===== src/rtl/alu_reservation_station_if.sv =====
// Dispatch, wakeup and issue bundle for the ALU reservation station.
// rs_data packing: [21] valid, [20:14] pd, [13:7] pr2, [6:0] pr1.
interface alu_reservation_station_if #(
  parameter int DEPTH  = 8,
  parameter int NUM_WB = 3
);
  logic                          flush;
  logic                          disp_valid;
  logic                          disp_ready;
  logic [21:0]                   disp_data;
  logic                          disp_pr1_rdy;
  logic                          disp_pr2_rdy;
  logic [NUM_WB-1:0]             wb_valid;
  logic [NUM_WB-1:0][6:0]        wb_tag;
  logic                          fu_ready;
  logic                          alu_issued;
  logic [21:0]                   alu_rs_data;
  logic [$clog2(DEPTH):0]        occupancy;

  modport master (
    output flush, disp_valid, disp_data, disp_pr1_rdy, disp_pr2_rdy,
           wb_valid, wb_tag, fu_ready,
    input  disp_ready, alu_issued, alu_rs_data, occupancy
  );

  modport slave (
    input  flush, disp_valid, disp_data, disp_pr1_rdy, disp_pr2_rdy,
           wb_valid, wb_tag, fu_ready,
    output disp_ready, alu_issued, alu_rs_data, occupancy
  );
endinterface


===== src/rtl/alu_reservation_station.sv =====
// ALU reservation station: holds renamed ops until both sources are ready, issues one per cycle.
// Optional RS_AGE_SELECT_EN: oldest-ready select via an age matrix; otherwise lowest-index ready.
module alu_reservation_station #(
  parameter int DEPTH  = 8,
  parameter int NUM_WB = 3
) (
  input  logic                    clk,
  input  logic                    reset,
  alu_reservation_station_if.slave rs
);
  localparam int IW = $clog2(DEPTH);
  localparam int CW = IW + 1;

  logic [DEPTH-1:0] ent_valid, ent_rdy1, ent_rdy2;
  logic [6:0]       ent_pr1 [DEPTH];
  logic [6:0]       ent_pr2 [DEPTH];
  logic [6:0]       ent_pd  [DEPTH];
  logic [CW-1:0]    count;
  logic             issued_q;
  logic [21:0]      issue_data_q;

  logic [6:0]       disp_pr1, disp_pr2, disp_pd;
  logic             unused_disp_valid_bit;
  logic [DEPTH-1:0] wake1, wake2, cand;
  logic             byp1, byp2;
  logic [IW-1:0]    free_idx, win;
  logic             win_found, issue, accept;

  assign disp_pr1 = rs.disp_data[6:0];
  assign disp_pr2 = rs.disp_data[13:7];
  assign disp_pd  = rs.disp_data[20:14];
  assign unused_disp_valid_bit = rs.disp_data[21];

  assign rs.disp_ready  = (count != CW'(DEPTH));
  assign rs.occupancy   = count;
  assign rs.alu_issued  = issued_q;
  assign rs.alu_rs_data = issue_data_q;

  // Stored entries wake from the snooped tags; a dispatching op also sees them (bypass).
  always_comb begin
    wake1 = '0;
    wake2 = '0;
    byp1  = rs.disp_pr1_rdy || (disp_pr1 == 7'd0);
    byp2  = rs.disp_pr2_rdy || (disp_pr2 == 7'd0);
    for (int w = 0; w < NUM_WB; w++) begin
      if (rs.wb_valid[w]) begin
        if (rs.wb_tag[w] == disp_pr1) byp1 = 1'b1;
        if (rs.wb_tag[w] == disp_pr2) byp2 = 1'b1;
        for (int i = 0; i < DEPTH; i++) begin
          if (rs.wb_tag[w] == ent_pr1[i]) wake1[i] = 1'b1;
          if (rs.wb_tag[w] == ent_pr2[i]) wake2[i] = 1'b1;
        end
      end
    end
  end

  always_comb begin
    free_idx = '0;
    for (int i = DEPTH - 1; i >= 0; i--) begin
      if (!ent_valid[i]) free_idx = IW'(i);
    end
  end

  assign cand = ent_valid & ent_rdy1 & ent_rdy2;

`ifdef RS_AGE_SELECT_EN
  // age_older[i][j]: entry j was accepted before entry i and is still live.
  logic [DEPTH-1:0] age_older [DEPTH];

  always_comb begin
    win       = '0;
    win_found = 1'b0;
    for (int i = 0; i < DEPTH; i++) begin
      if (cand[i] && ((age_older[i] & cand) == '0)) begin
        win       = IW'(i);
        win_found = 1'b1;
      end
    end
  end

  always_ff @(posedge clk) begin
    if (reset || rs.flush) begin
      for (int i = 0; i < DEPTH; i++) age_older[i] <= '0;
    end else begin
      if (issue) begin
        for (int i = 0; i < DEPTH; i++) age_older[i][win] <= 1'b0;
      end
      if (accept) begin
        age_older[free_idx] <= ent_valid & ~(issue ? (DEPTH'(1) << win) : '0);
      end
    end
  end
`else
  always_comb begin
    win       = '0;
    win_found = 1'b0;
    for (int i = DEPTH - 1; i >= 0; i--) begin
      if (cand[i]) begin
        win       = IW'(i);
        win_found = 1'b1;
      end
    end
  end
`endif

  assign issue  = rs.fu_ready && win_found;
  assign accept = rs.disp_valid && rs.disp_ready && !rs.flush;

  always_ff @(posedge clk) begin
    if (reset || rs.flush) begin
      ent_valid    <= '0;
      ent_rdy1     <= '0;
      ent_rdy2     <= '0;
      count        <= '0;
      issued_q     <= 1'b0;
      issue_data_q <= '0;
    end else begin
      ent_rdy1 <= ent_rdy1 | (wake1 & ent_valid);
      ent_rdy2 <= ent_rdy2 | (wake2 & ent_valid);
      if (issue) ent_valid[win] <= 1'b0;
      if (accept) begin
        ent_valid[free_idx] <= 1'b1;
        ent_rdy1[free_idx]  <= byp1;
        ent_rdy2[free_idx]  <= byp2;
        ent_pr1[free_idx]   <= disp_pr1;
        ent_pr2[free_idx]   <= disp_pr2;
        ent_pd[free_idx]    <= disp_pd;
      end
      count        <= count + CW'(accept) - CW'(issue);
      issued_q     <= issue;
      issue_data_q <= issue ? {1'b1, ent_pd[win], ent_pr2[win], ent_pr1[win]} : '0;
    end
  end
endmodule


===== src/flat_wrapper.sv =====
// flat-port wrapper written by rule: the top's interface ports become plain ports
module alu_reservation_station_flat 
#(
  parameter int DEPTH  = 8,
  parameter int NUM_WB = 3
)
  (clk, reset, rs_flush, rs_disp_valid, rs_disp_data, rs_disp_pr1_rdy, rs_disp_pr2_rdy, rs_wb_valid, rs_wb_tag, rs_fu_ready, rs_disp_ready, rs_alu_issued, rs_alu_rs_data, rs_occupancy);
  alu_reservation_station_if #(.DEPTH(DEPTH), .NUM_WB(NUM_WB)) rs_i ();
  input  logic clk;
  input  logic reset;
  input wire logic [$bits(rs_i.flush)-1:0] rs_flush;
  input wire logic [$bits(rs_i.disp_valid)-1:0] rs_disp_valid;
  input wire logic [$bits(rs_i.disp_data)-1:0] rs_disp_data;
  input wire logic [$bits(rs_i.disp_pr1_rdy)-1:0] rs_disp_pr1_rdy;
  input wire logic [$bits(rs_i.disp_pr2_rdy)-1:0] rs_disp_pr2_rdy;
  input wire logic [$bits(rs_i.wb_valid)-1:0] rs_wb_valid;
  input wire logic [$bits(rs_i.wb_tag)-1:0] rs_wb_tag;
  input wire logic [$bits(rs_i.fu_ready)-1:0] rs_fu_ready;
  output wire logic [$bits(rs_i.disp_ready)-1:0] rs_disp_ready;
  output wire logic [$bits(rs_i.alu_issued)-1:0] rs_alu_issued;
  output wire logic [$bits(rs_i.alu_rs_data)-1:0] rs_alu_rs_data;
  output wire logic [$bits(rs_i.occupancy)-1:0] rs_occupancy;
  assign rs_i.flush = rs_flush;
  assign rs_i.disp_valid = rs_disp_valid;
  assign rs_i.disp_data = rs_disp_data;
  assign rs_i.disp_pr1_rdy = rs_disp_pr1_rdy;
  assign rs_i.disp_pr2_rdy = rs_disp_pr2_rdy;
  assign rs_i.wb_valid = rs_wb_valid;
  assign rs_i.wb_tag = rs_wb_tag;
  assign rs_i.fu_ready = rs_fu_ready;
  assign rs_disp_ready = rs_i.disp_ready;
  assign rs_alu_issued = rs_i.alu_issued;
  assign rs_alu_rs_data = rs_i.alu_rs_data;
  assign rs_occupancy = rs_i.occupancy;
  alu_reservation_station #(.DEPTH(DEPTH), .NUM_WB(NUM_WB)) u_core (.clk(clk), .reset(reset), .rs(rs_i));
endmodule

===== config.mk =====
export PLATFORM = sky130hd
export DESIGN_NAME = alu_reservation_station_flat
export DESIGN_NICKNAME = d
export VERILOG_FILES = /design/src/rtl/alu_reservation_station_if.sv /design/src/rtl/alu_reservation_station.sv /design/src/flat_wrapper.sv
export SDC_FILE = /design/constraint.sdc
export NUM_CORES = 1
export LEC_CHECK = 0
export BUFFER_PORTS_ARGS = -buffer_cell sky130_fd_sc_hd__buf_2
export CELL_PAD_IN_SITES_DETAIL_PLACEMENT = 0
export CELL_PAD_IN_SITES_GLOBAL_PLACEMENT = 1
export CORE_MARGIN = 2
export CORE_UTILIZATION = 32
export CTS_BUF_LIST = sky130_fd_sc_hd__clkbuf_8
export DETAILED_ROUTE_END_ITERATION = 10
export PLACE_DENSITY = 0.62
export SLEW_MARGIN = 20
export SYNTH_ARGS = -nofsm -noshare
export SYNTH_HDL_FRONTEND = slang
export SYNTH_SLANG_ARGS = --single-unit

===== constraint.sdc =====
create_clock -name clk -period 3.1 [get_ports clk]
set_clock_uncertainty 0.15 [all_clocks]
set_input_delay 0.465 -clock clk [delete_from_list [all_inputs] [get_ports clk]]
set_output_delay 0.465 -clock clk [all_outputs]
set_load 0.02 [all_outputs]

Word level (Yosys, flattened, before mapping) --
Memory sizes are Yosys's and may differ from the RTL's. Cells that the tools add are included.
Storage, ports and cells: bits in registers 51, memory bits (writable) 168, input port bits 53, output and inout bits 28, logic and storage cells 198, memories 3
Memories:
- u_core.ent_pd | depth 8, bits a word 7, read ports 1, clocked after Yosys merged registers in 0, wr ports 1, line alu_reservation_station.sv:17 | logic [6:0] ent_pd [DEPTH];
- u_core.ent_pr1 | depth 8, bits a word 7, read ports 9, clocked after Yosys merged registers in 0, wr ports 1, line alu_reservation_station.sv:15 | logic [6:0] ent_pr1 [DEPTH];
- u_core.ent_pr2 | depth 8, bits a word 7, read ports 9, clocked after Yosys merged registers in 0, wr ports 1, line alu_reservation_station.sv:16 | logic [6:0] ent_pr2 [DEPTH];
Operators by class: add/sub/neg operators 2, $lt $le $gt $ge 4, eq/ne operators 55, multiplexer cells 105, bitwise gates (word level) 10, reductions and logical operators 12
Operator list (number):
- $eq 7x7->1 | 54
- $mux 8 | 11
- $mux 1 | 73
- $mux 3 | 16
- $and 8x8->8 | 5
- $or 8x8->8 | 3
- $mux 22 | 1
- $bwmux 8 | 2
- $logic_not 7->1 | 2
- $lt 3x4->1 const B | 2
- $not 8->8 | 1
- $demux 1 s3 | 2
- $ge 3x1->1 const B | 2
- $logic_and 1x1->1 | 5
- $add 4x1->4 | 1
- $ne 4x4->1 const B | 1
- $sub 4x1->4 | 1
- $logic_or 1x1->1 | 3
- $reduce_or 2->1 | 1
- $logic_not 1->1 | 1
- $not 1->1 | 1

Longest topological paths before layout --
Gate-level depths: netlist of the first run.
word-level depth 20, mapped depth 12, mapped depth without buffers 11

Worst setup path before layout of the first run --
Ideal clock, no wire load.
kind register to register, from register u_core.count[2], in the netlist u_core.rs.occupancy[2], to memory u_core.ent_pd[2][0], enable pin, library setup time 0.425 ns, arrival 2.718 ns, data required time 2.525 ns, path slack -0.193 ns, cell stages (with the launch flop) 6, path buffers 0, period minus slack after synthesis 3.293 ns, cells stage by stage dfxtp_1 -> inv_1 -> ha_1 -> or3b_1 -> nand4_1 -> nor3_1
Between the ends: longest elaborated chain between the ends 6
Ends and longest elaborated chain:
- from (decl) | line alu_reservation_station.sv:18 | logic [CW-1:0] count;
- from (signal assigned) | line alu_reservation_station.sv:129 | count <= count + CW'(accept) - CW'(issue);
- $ne 4x4->1 | line alu_reservation_station.sv:34 | assign rs.disp_ready = (count != CW'(DEPTH));
- via rs_disp_ready | line flat_wrapper.sv:19 | output wire logic [$bits(rs_i.disp_ready)-1:0] rs_disp_ready;
- $logic_and 1x1->1 (2 in series) | line alu_reservation_station.sv:107 | assign accept = rs.disp_valid && rs.disp_ready && !rs.flush;
- $mux 1 | line alu_reservation_station.sv:121 | if (accept) begin
- $mux 1 | line alu_reservation_station.sv:110 | if (reset || rs.flush) begin
- $mux 1 (not written as such) | line alu_reservation_station.sv:127 | ent_pd[free_idx] <= disp_pd;
- to (decl) | line alu_reservation_station.sv:17
The timed path passes the listed nets, and every way through them passes these cells.

Worst setup path in the final report of the first run --
from register u_core.ent_valid[5], to register u_core.count[1], in the netlist u_core.rs.occupancy[1]
Between the ends: longest elaborated chain between the ends 10
Ends and longest elaborated chain:
- from (decl) | line alu_reservation_station.sv:14 | logic [DEPTH-1:0] ent_valid, ent_rdy1, ent_rdy2;
- from (signal assigned) | line alu_reservation_station.sv:111 | ent_valid <= '0;
- from (signal, indexed assignment) | line alu_reservation_station.sv:120 | if (issue) ent_valid[win] <= 1'b0;
- from (signal, indexed assignment) | line alu_reservation_station.sv:122 | ent_valid[free_idx] <= 1'b1;
- $and 8x8->8 (2 in series) | line alu_reservation_station.sv:64 | assign cand = ent_valid & ent_rdy1 & ent_rdy2;
- $mux 1 (6 in series) | line alu_reservation_station.sv:98 | if (cand[i]) begin
- $logic_and 1x1->1 | line alu_reservation_station.sv:106 | assign issue = rs.fu_ready && win_found;
- via u_core.issue | line alu_reservation_station.sv:27 | logic win_found, issue, accept;
- $sub 4x1->4 | line alu_reservation_station.sv:129
The timed path passes the listed nets, and every way through them passes these cells. A chain may end at the register's enable or synchronous reset.

==> results of run 1 <==
-- cell families after synthesis --
kind of cell,count (synthesis),share of synthesized area [%]
xor gates and xnor gates,380,25.1
muxes,21,1.58
AOI/OAI and AO/OA,220,11.1
and+or+nand+nor,282,11.6
adders and majority gates,6,0.622
DFF,218,45.6
buffers and inverters,95,4.52
-- critical path: stages (launching register included) --
cell and delay, ps:
dfxtp_1 460, nand3_1 180, nand2_1 180, nor3_2 70
a21boi_0 360, ha_1 310, inv_1 60, ha_1 180
fa_1 420, and2_1 140
-- cell type report --
cell class / instances / area (sq um) / area share [%]
multi-input combinational: 909 / 6660 / 43.8
clock buffer: 47 / 647 / 4.26
clock inverter: 24 / 149 / 0.980
tap: 532 / 666 / 4.38
timing repair buffer: 155 / 1010 / 6.63
sequential: 218 / 6050 / 39.8
inverter: 8 / 30.0 / 0.198
-- flip-flops by register name, summed over array words and instances (netlist names) --
name / count
u_core.ent_pr2: 56
u_core.rs.occupancy: 4
u_core.rs.alu_rs_data: 21
u_core.ent_pd: 56
u_core.ent_rdy1: 8
u_core.ent_pr1: 56
u_core.rs.alu_issued: 1
u_core.ent_rdy2: 8
u_core.ent_valid: 8
-- cell usage in the layout (no fill, tap or decap), drive strengths merged, types with 6 or more instances in the layout --
cell type,n
nand4,70
o22ai,22
clkbuf,47
o211ai,10
nor4,44
nand2,27
nand3,31
dfxtp,50
and2,6
buf,148
xnor2,127
o21ai,25
clkinv,9
nor2,84
a31oi,28
mux2i,21
inv,22
edfxtp,168
a211oi,42
a21boi,30
dlygate4sd3,7
a21oi,56
xor2,253
-- what timing repair did --
item	CTS	global route
resized for setup	0	0
endpoints found under the hold margin	56	0
setup endpoints to repair	0	0
hold buffers	7	0
setup buffers	0	0
-- final timing paths --
check / from / to / slack (ps)
worst max-delay path: u_core.ent_valid[5]$_SDFF_PP0_ / u_core.rs.occupancy[1]$_SDFF_PP0_ / 500
worst min-delay path: rs_flush / u_core.ent_valid[7]$_SDFF_PP0_ / 70
worst max register to register: u_core.ent_valid[5]$_SDFF_PP0_ / u_core.rs.occupancy[1]$_SDFF_PP0_ / 500
worst min register to register: u_core.ent_rdy1[2]$_SDFF_PP0_ / u_core.ent_rdy1[2]$_SDFF_PP0_ / 340
-- per-stage QoR --
stage	std cells	cell area (sq um)	util, %	total power, W	hold WS (ps)
finish	1893	15200	37.1	0.00659	71.0
global route	1893	15200	37.1	0.00683	103
CTS	1893	15200	37.1	0.00666	41.3
detailed placement	1815	14300	35.0	0.00388	331
global placement	1815	14300	35.0	0.00387	328
floorplan	1222	13300	-	0.00362	309
-- where the power goes --
group | internal, W | total, W | switching (W) | leakage, nW
clock | 0.00148 | 0.00276 | 0.00128 | 0.457
sequential | 0.00316 | 0.00317 | 0.0000129 | 1.92
combinational | 0.000231 | 0.000667 | 0.000436 | 2.86
total | 0.00486 | 0.00659 | 0.00173 | 5.24
-- metal layers --
| layer | track usage, % | share of wire, % | vias to the layer above | wire length [um] |
|---|---|---|---|---|
| met2 | 31.8 | 44 | 394 | 20300 |
| met4 | 8.29 | 3.7 | 0 | 1700 |
| met3 | 3.96 | 6.9 | 108 | 3180 |
| met1 | 30.0 | 45 | 4987 | 21000 |
| met5 | 0 | 0 | - | 0 |
| li1 | - | - | 4638 | - |
==> summary.txt, run 1 <==
Drt
  – Via density: 5.35
  – Number of DRC markers after the initial detailed-route iteration: 849
  – 1st-pass router iterations: 5
  – Via count: 10127
  – Overall routed net length: 46100 um
  – Final routed wire length divided by cell count: 24.4 um
  – Total DRC errors in the routed layout: 0
  – Number of nets with antenna violations after routing: 0

Logic synthesis
  – Top area cells in the synthesized netlist: edfxtp_1 38%, xor2_1 17%, xnor2_1 8.4%
  – Gate Count Post-Synth: 1222
  – Mapped Area: 13300 sq um
  – Number of synthesized register bits: 218
  – Most frequently used flop master after synthesis: edfxtp_1
  – Cell types with the highest counts after synthesis: 253 x xor2_1, 168 x edfxtp_1, 127 x xnor2_1, 83 x nor2_1, 69 x nand4_1
  – Yosys top cell area share: 38.0%
  – Synth Net Count: 1281
  – Leading cell type by number of instances after synthesis: xor2_1
  – Async set-reset flop share out of synthesis: 0%
  – Unique masters post-synth: 54
  – Sequential-to-total area share from yosys stat: 45.6%
  – Yosys top cell by area: edfxtp_1
  – Warnings from Yosys: 0
  – Number of synthesized flops with an enable pin: 168
  – Per-instance average area after synthesis: 10.9 sq um

Timing
  – Setup ws final: 497 ps
  – Period minus WS final: 2600 ps
  – Relative max-transition margin: 47.7%
  – Unrepaired setup endpoints after global routing: no
  – Upper clock frequency limit: 384 MHz
  – Least-Margin Pin Slew: 785 ps
  – Final hold viol count: 0
  – Number of slew-limit violations in the final report: 0
  – Share of the clock period used by the worst path: 84.0%
  – # setup viols final: 0
  – Final TNS setup: 0 ps

GRT
  – First-pass GRT wire length: 68000 um
  – Total congestion overflow after global routing: 0
  – Largest net degree at the start of global routing: 44
  – Initial antenna violation count: 0
  – Via count of the first global-routing pass: 10085
  – All-layer global routing usage: 21.2%

Worst setup path
  – Category of the critical setup timing path: reg -> reg
  – Kind of start point of the critical path: register
  – R2R depth: 9
  – Data required time of the worst path: 3440 ps
  – Maximum fanout encountered on the critical timing path: 7
  – Type of destination of the critical path: register
  – Arrival time at the worst endpoint: 2940 ps

Floorplanning
  – Area of the core: 40900 sq um
  – Die height: 208 um
  – Site Rows: 74
  – Initial core utilization: 32.4%
  – Die area: 43100 sq um
  – Io pins: 81
  – Overall die width: 208 um

Min path
  – Class of the most critical hold timing path: in -> reg
  – Worst Hold Depth: 4

Pwr
  – Static power due to leakage: 5.24 nW
  – Maximum ir drop on the vdd rail: 0.280 mV
  – Total power density per cell area: 434 nW/um^2

Clock tree
  – Sink count of the clock tree: 218
  – Insertion delay of the later-clocked pin in the worst-skew pair: 610 ps
  – Clock slew at the register clock pins of the worst setup and hold paths: 60 ps
  – CTS Buffer Depth: 3
  – Number of H-tree branching levels: 2
  – Buffer type at the clock tree root: clkbuf_8
  – CTS buffer count: 40
  – CTS tree: done

Placement
  – Final RePlAce weighted congestion: 0.874
  – Number of I/O port buffers: 79
  – DP Worst Slack: 529 ps
  – Detailed placer's ending HPWL: 31600 um

Finish
  – Filler Cells Inserted: 4084
  – Area growth, synth to finish: 14.5%
  – Post-layout net count: 1391
  – Layout cell share with drive strength beyond 1: 17.3%
  – Diode count: 0

Run status
  – Run status: complete, no violations

Flow run
  – Max-capacitance violation count: 0
No activity file was read; power rests on OpenSTA's default activity.
==> run 2, diff against run 1 <==
--- a/config.mk
+++ b/config.mk
@@ -5,6 +5,7 @@
 export SDC_FILE = /design/constraint.sdc
 export NUM_CORES = 1
 export LEC_CHECK = 0
+export ABC_AREA = 1
 export BUFFER_PORTS_ARGS = -buffer_cell sky130_fd_sc_hd__buf_2
 export CELL_PAD_IN_SITES_DETAIL_PLACEMENT = 0
 export CELL_PAD_IN_SITES_GLOBAL_PLACEMENT = 1
@@ -12,7 +13,7 @@
 export CORE_UTILIZATION = 32
 export CTS_BUF_LIST = sky130_fd_sc_hd__clkbuf_8
 export DETAILED_ROUTE_END_ITERATION = 10
-export PLACE_DENSITY = 0.62
+export PLACE_DENSITY = 0.64
 export SLEW_MARGIN = 20
 export SYNTH_ARGS = -nofsm -noshare
 export SYNTH_HDL_FRONTEND = slang
==> constraint.sdc (replaced) <==
create_clock -name clk -period 2.56 [get_ports clk]
set_clock_uncertainty 0.15 [all_clocks]
set_input_delay 0.384 -clock clk [delete_from_list [all_inputs] [get_ports clk]]
set_output_delay 0.384 -clock clk [all_outputs]
set_load 0.02 [all_outputs]
==> run 2 against run 1 <==
  * Largest cell class unchanged
  * Critical path depth unchanged
  * Combinational power increased by 44%
  * First-iteration DRC count grew 92%
  * Synthesized cell count rose by 51%
  * Critical path type unchanged
==> summary.txt, run 2 <==
Logic synthesis
  – Unique masters post-synth: 40
  – Number of synthesized flops with an enable pin: 168
  – Gate Count Post-Synth: 1840
  – Yosys top cell by area: edfxtp_1
  – Sequential-to-total area share from yosys stat: 43.1%
  – Most frequently used flop master after synthesis: edfxtp_1
  – Async set-reset flop share out of synthesis: 0%
  – Yosys top cell area share: 35.9%
  – Number of synthesized register bits: 218
  – Warnings from Yosys: 0
  – Cell types with the highest counts after synthesis: 462 x nand2_1, 223 x inv_1, 197 x nand3_1, 168 x edfxtp_1, 126 x nor2_1
  – Mapped Area: 14000 sq um
  – Per-instance average area after synthesis: 7.63 sq um
  – Top area cells in the synthesized netlist: edfxtp_1 36%, nand2_1 12%, dfxtp_1 7.1%
  – Synth Net Count: 1899
  – Leading cell type by number of instances after synthesis: nand2_1

Finish
  – Area growth, synth to finish: 18.1%
  – Leading cell types in the layout, fill and taps excluded: 461 x nand2_1, 232 x inv_1, 196 x nand3_1
  – Post-route design area: 16600 sq um
  – Layout cell share with drive strength beyond 1: 13.4%
  – Filler Cells Inserted: 4555
  – Leading cell type in the layout, fill and taps excluded: nand2_1
  – Post-layout net count: 2037
  – Top flop regs: u_core.ent_pd: 56 flops, u_core.ent_pr1: 56 flops, u_core.ent_pr2: 56 flops
  – Area of the multi-input gates: 6680 sq um
  – Storage element area: 6050 sq um
  – Diode count: 0

Floorplanning
  – Die area: 45600 sq um
  – Initial core utilization: 32.5%
  – Die height: 213 um
  – Io pins: 81
  – Site Rows: 76
  – Overall die width: 213 um
  – Area of the core: 43200 sq um

GRT
  – Largest net degree at the start of global routing: 57
  – Initial antenna violation count: 0
  – All-layer global routing usage: 27.5%
  – Total congestion overflow after global routing: 0
  – Via count of the first global-routing pass: 13716
  – First-pass GRT wire length: 90300 um

Pwr
  – Flop pwr share: 46.9%
  – Maximum ir drop on the vdd rail: 0.319 mV
  – Clock Power Share: 41.4%
  – Switching component of the power: 0.00236 W
  – Total power density per cell area: 494 nW/um^2
  – Switching share of total power: 28.9%
  – Pint: 0.00582 W
  – Static power due to leakage: 7.15 nW
  – Share of power burned in combinational logic: 11.7%
  – Tot Pwr: 0.00818 W

Worst setup path
  – Arrival time at the worst endpoint: 2810 ps
  – Category of the critical setup timing path: reg -> reg
  – Kind of start point of the critical path: register
  – Maximum fanout encountered on the critical timing path: 46
  – Data required time of the worst path: 2910 ps
  – Type of destination of the critical path: register

Drt
  – Final routed wire length divided by cell count: 23.9 um
  – 1st-pass router iterations: 6
  – Via density: 5.45
  – Number of nets with antenna violations after routing: 0
  – Overall routed net length: 62200 um
  – Number of DRC markers after the initial detailed-route iteration: 1628
  – Total DRC errors in the routed layout: 0
  – Via count: 14150

Clock tree
  – Buffer type at the clock tree root: clkbuf_8
  – Clock slew at the register clock pins of the worst setup and hold paths: 60 ps
  – Setup bufs post-CTS: 0
  – CTS tree: done
  – Sink count of the clock tree: 218
  – Insertion delay of the later-clocked pin in the worst-skew pair: 620 ps
  – CTS buffer count: 43
  – CTS Buffer Depth: 3
  – Number of H-tree branching levels: 2

Flow run
  – Max-capacitance violation count: 0

Timing
  – Number of slew-limit violations in the final report: 0
  – Period minus WS final: 2460 ps
  – Unrepaired setup endpoints after global routing: no
  – Final hold viol count: 0
  – # setup viols final: 0
  – Relative max-transition margin: 57.1%
  – Least-Margin Pin Slew: 643 ps
  – Share of the clock period used by the worst path: 96.2%
  – Upper clock frequency limit: 406 MHz

Placement
  – Final RePlAce weighted congestion: 0.941
  – Number of I/O port buffers: 79
  – Placed Area: 15600 sq um
  – Detailed placer's ending HPWL: 41800 um

Run status
  – Run status: complete, no violations

Min path
  – Class of the most critical hold timing path: in -> reg
[run 2: cell count changes after synthesis, sizes merged, moves of 27 or more]
cell	previous run	this run
a21boi	30	1
a31oi	28	1
clkbuf	15	42
inv	8	224
nand2	27	465
nand3	31	198
nand4	70	24
nor2	84	130
nor3	4	47
o2111ai	0	29
o21ai	25	79
o22ai	22	66
xnor2	127	4
xor2	253	111
[run 2: power by group through the flow]
stage | clock (W) | sequential, W | combinational (W)
2_1_floorplan | 0 | 0.00391 | 0.000453
3_3_place_gp | 0 | 0.00391 | 0.000917
3_5_place_dp | 0 | 0.00391 | 0.000919
4_1_cts | 0.00348 | 0.00383 | 0.000935
5_1_grt | 0.00363 | 0.00383 | 0.00101
6_report | 0.00338 | 0.00383 | 0.000961
[run 2: cell families (layout without fill, tap and decap cells)]
logic type      after synthesis  in the layout  share of synthesized area [%]
fa+ha+maj                     6              6                          0.588
compound gates              241            241                           10.6
buf+inv                     335            506                           9.77
xor+xnor                    115            115                           7.18
simple gates                925            925                           28.8
flops                       218            218                           43.1
[run 2: layer usage]
metal | part of all wire [%] | global-route usage [%] | vias up
met5 | 0 | 0 | -
met4 | 5.2 | 14.2 | 0
li1 | - | - | 6489
met2 | 44 | 42.9 | 763
met1 | 43 | 36.8 | 6712
met3 | 8.2 | 4.41 | 186
[run 2: final timing paths]
check	cells past startpoint	startpoint	slack, ps	endpoint
setup / recovery	9	u_core.ent_rdy2[0]$_SDFF_PP0_	100	u_core.rs.alu_rs_data[4]$_SDFF_PP0_
hold / removal	1	rs_disp_data[9]	50	u_core.ent_pr2[3][2]$_DFFE_PP_
setup reg to reg	9	u_core.ent_rdy2[0]$_SDFF_PP0_	100	u_core.rs.alu_rs_data[4]$_SDFF_PP0_
hold reg to reg	3	u_core.ent_rdy1[1]$_SDFF_PP0_	410	u_core.ent_rdy1[1]$_SDFF_PP0_
[run 2: layout make-up]
cell class	count	share of cell area [%]
clock buffers	44	3.65
clock inverters	34	1.10
inverters	233	5.28
multi-input cells	1287	40.3
flip-flops and latches	218	36.5
well taps	585	4.42
repair buffers	195	8.74
[run 2: metrics by stage]
stage          worst slack (ps)  utilization (%)  cells  setup TNS [ps]  hold WS, ps
5_1_grt                    2.31             38.4   2596               0         29.8
3_3_place_gp               79.9             36.2   2505               0          387
6_report                   98.5             38.4   2596               0         49.8
3_5_place_dp               81.0             36.2   2505               0          391
2_1_floorplan             -4.15                -   1840           -87.2          333
4_1_cts                    66.9             38.4   2596               0         11.2
[run 2: worst max-delay path, cell delays in order, from the launching register on]
cell and delay [ps]:
dfxtp_1 340, nand3_4 100, buf_4 440, buf_4 530
nand3_1 130, nand3_1 120, nand2_1 100, nor2_1 220
nor2_1 70, buf_4 130
[run 2: what timing repair did]
item                                    4_1_cts  5_1_grt
hold buffers                                 13        0
endpoints found under the setup margin        0        3
hold endpoints to repair                     63        0
gates resized for setup                       0        6
==> run 3, diff against run 2 <==
--- a/config.mk
+++ b/config.mk
@@ -10,10 +10,10 @@
 export CELL_PAD_IN_SITES_DETAIL_PLACEMENT = 0
 export CELL_PAD_IN_SITES_GLOBAL_PLACEMENT = 1
 export CORE_MARGIN = 2
-export CORE_UTILIZATION = 32
+export CORE_UTILIZATION = 48
 export CTS_BUF_LIST = sky130_fd_sc_hd__clkbuf_8
 export DETAILED_ROUTE_END_ITERATION = 10
-export PLACE_DENSITY = 0.64
+export PLACE_DENSITY_LB_ADDON = 0.1
 export SLEW_MARGIN = 20
 export SYNTH_ARGS = -nofsm -noshare
 export SYNTH_HDL_FRONTEND = slang
==> run 3 against run 2 <==
  * Total power rose by 0.31%
  * Worst setup slack improved by 24 ps
  * Core utilization increased by 18 points
  * Sequential power hardly changed
  * Design area is 1.5% lower
  * Non-clock buffer count down 10
  * Wire length fell by 8.3%
==> summary.txt, run 3 (synthesis gave the netlist of run 2 again) <==
Run status
  – Run status: complete, no violations

Drt
  – Final routed wire length divided by cell count: 24.0 um
  – Met3 WL post-DR: 6200 um
  – 1st-pass router iterations: 5
  – Via count: 14259
  – Met2 routed WL: 24700 um
  – Via density: 6.00
  – Total DRC errors in the routed layout: 0
  – Number of DRC markers after the initial detailed-route iteration: 1717
  – Max layer used: met5
  – Overall routed net length: 57000 um
  – Number of nets with antenna violations after routing: 0
  – Met1 routed wirelength after detailed routing: 22200 um

Floorplanning
  – Die area: 30600 sq um
  – Io pins: 81
  – Die height: 175 um
  – Area of the core: 28800 sq um
  – Overall die width: 175 um
  – Site Rows: 62
  – Initial core utilization: 48.8%

Flow run
  – Max-capacitance violation count: 0

Timing
  – Number of slew-limit violations in the final report: 0
  – Least-Margin Pin Slew: 1020 ps
  – Share of the clock period used by the worst path: 95.2%
  – Final hold viol count: 0
  – Setup ws final: 123 ps
  – Period minus WS final: 2440 ps
  – # setup viols final: 0
  – Upper clock frequency limit: 410 MHz
  – Unrepaired setup endpoints after global routing: yes
  – Relative max-transition margin: 31.9%

Placement
  – DP Worst Slack: 11.1 ps
  – Cell count after placement: 2297
  – Number of I/O port buffers: 79
  – Final RePlAce weighted congestion: 0.985
  – Detailed placer's ending HPWL: 37100 um

Clock tree
  – CTS tree: done
  – Insertion delay of the later-clocked pin in the worst-skew pair: 590 ps
  – Sink count of the clock tree: 218
  – Number of H-tree branching levels: 2
  – Clock slew at the register clock pins of the worst setup and hold paths: 60 ps
  – Setup bufs post-CTS: 0
  – CTS buffer count: 39
  – Buffer type at the clock tree root: clkbuf_8
  – CTS Buffer Depth: 3

GRT
  – Total congestion overflow after global routing: 0
  – First-pass GRT wire length: 84000 um
  – Largest net degree at the start of global routing: 86
  – All-layer global routing usage: 37.2%
  – Initial antenna violation count: 3
  – Via count of the first global-routing pass: 13468

Finish
  – Number of non-filler instances in the completed layout: 2378
  – Leading cell type in the layout, fill and taps excluded: nand2_1
  – Final core utilization: 56.7%
  – Area growth, synth to finish: 16.2%
  – Post-layout net count: 2023
  – Top flop regs: u_core.ent_pd: 56 flops, u_core.ent_pr1: 56 flops, u_core.ent_pr2: 56 flops
  – Leading cell types in the layout, fill and taps excluded: 462 x nand2_1, 232 x inv_1, 197 x nand3_1
  – Layout cell share with drive strength beyond 1: 13.0%

Pwr
  – Maximum ir drop on the vdd rail: 0.459 mV
  – Total power density per cell area: 503 nW/um^2
  – Static power due to leakage: 7.13 nW

Worst setup path
  – Data required time of the worst path: 2680 ps
  – Kind of start point of the critical path: register
  – Maximum fanout encountered on the critical timing path: 21
  – Crit path cell chain: buf_4, inv_1, o21ai_0, a21boi_0, o21ai_0, nand2_1, nor2_1, inv_1, nor2_4, buf_12
  – Arrival time at the worst endpoint: 2560 ps
  – Peak per-stage delay on the critical path: 330 ps
  – Slowest stage cell on the critical path: dfxtp_1
  – Type of destination of the critical path: register
  – Category of the critical setup timing path: reg -> reg

Min path
  – Class of the most critical hold timing path: in -> reg
run 3: timing repair:
action / CTS / global route
hold buffers: 10 / 0
gates resized for setup: 0 / 6
endpoints found under the setup margin: 0 / 64
endpoints found under the hold margin: 60 / 0
run 3: layout make-up:
| class | instances | area, sq um |
|---|---|---|
| Multi-Input combinational cell | 1287 | 6690 |
| Timing Repair Buffer | 185 | 1420 |
| Clock inverter | 28 | 233 |
| Fill cell | 2787 | 12500 |
| Sequential cell | 218 | 6050 |
| Inverter | 233 | 875 |
| Tap cell | 384 | 480 |
| Antenna cell | 1 | 2.50 |
| Clock buffer | 42 | 578 |
run 3: stage by stage:
step | cell area [sq um] | setup TNS, ps | power, W | hold WS [ps]
finish | 16300 | 0 | 0.00820 | 78.5
global placement | 15400 | 0 | 0.00480 | 385
global route | 16300 | -1220 | 0.00843 | 81.0
floorplan | 14100 | -87.2 | 0.00436 | 333
detailed placement | 15400 | 0 | 0.00481 | 385
CTS | 16300 | 0 | 0.00821 | 57.9
run 3: routing by layer:
layer  vias up  global-route usage, %
met3       245                   8.46
met5         -                      0
met2       976                   56.2
met1      6576                   48.0
met4         2                   24.2
li1       6460                      -
run 3: power by group:
| group | switching (W) | leakage (nW) | total (W) | internal [W] |
|---|---|---|---|---|
| Combinational | 0.000666 | 4.77 | 0.000953 | 0.000287 |
| Sequential | 0.0000125 | 1.92 | 0.00383 | 0.00382 |
| Clock | 0.00157 | 0.439 | 0.00342 | 0.00185 |
| Total | 0.00225 | 7.13 | 0.00820 | 0.00596 |
run 3: worst max-delay path, delay by kind of cell, from the launching register on:
kind	cells	cell delay (ps)
AND/OR/NAND/NOR	3	670
AO/OA/AOI/OAI	3	480
flip-flops	1	330
buffers and inverters	4	500
run 3: final timing paths:
kind	start	to	slack [ps]	cells past startpoint
worst min register to register	u_core.ent_rdy2[4]$_SDFF_PP0_	u_core.ent_rdy2[4]$_SDFF_PP0_	400	4
worst max-delay path	u_core.ent_valid[6]$_SDFF_PP0_	u_core.ent_pr1[3][1]$_DFFE_PP_	120	10
worst min-delay path	rs_disp_data[3]	u_core.ent_pr1[1][3]$_DFFE_PP_	80	1
worst max register to register	u_core.ent_valid[6]$_SDFF_PP0_	u_core.ent_pr1[3][1]$_DFFE_PP_	120	10
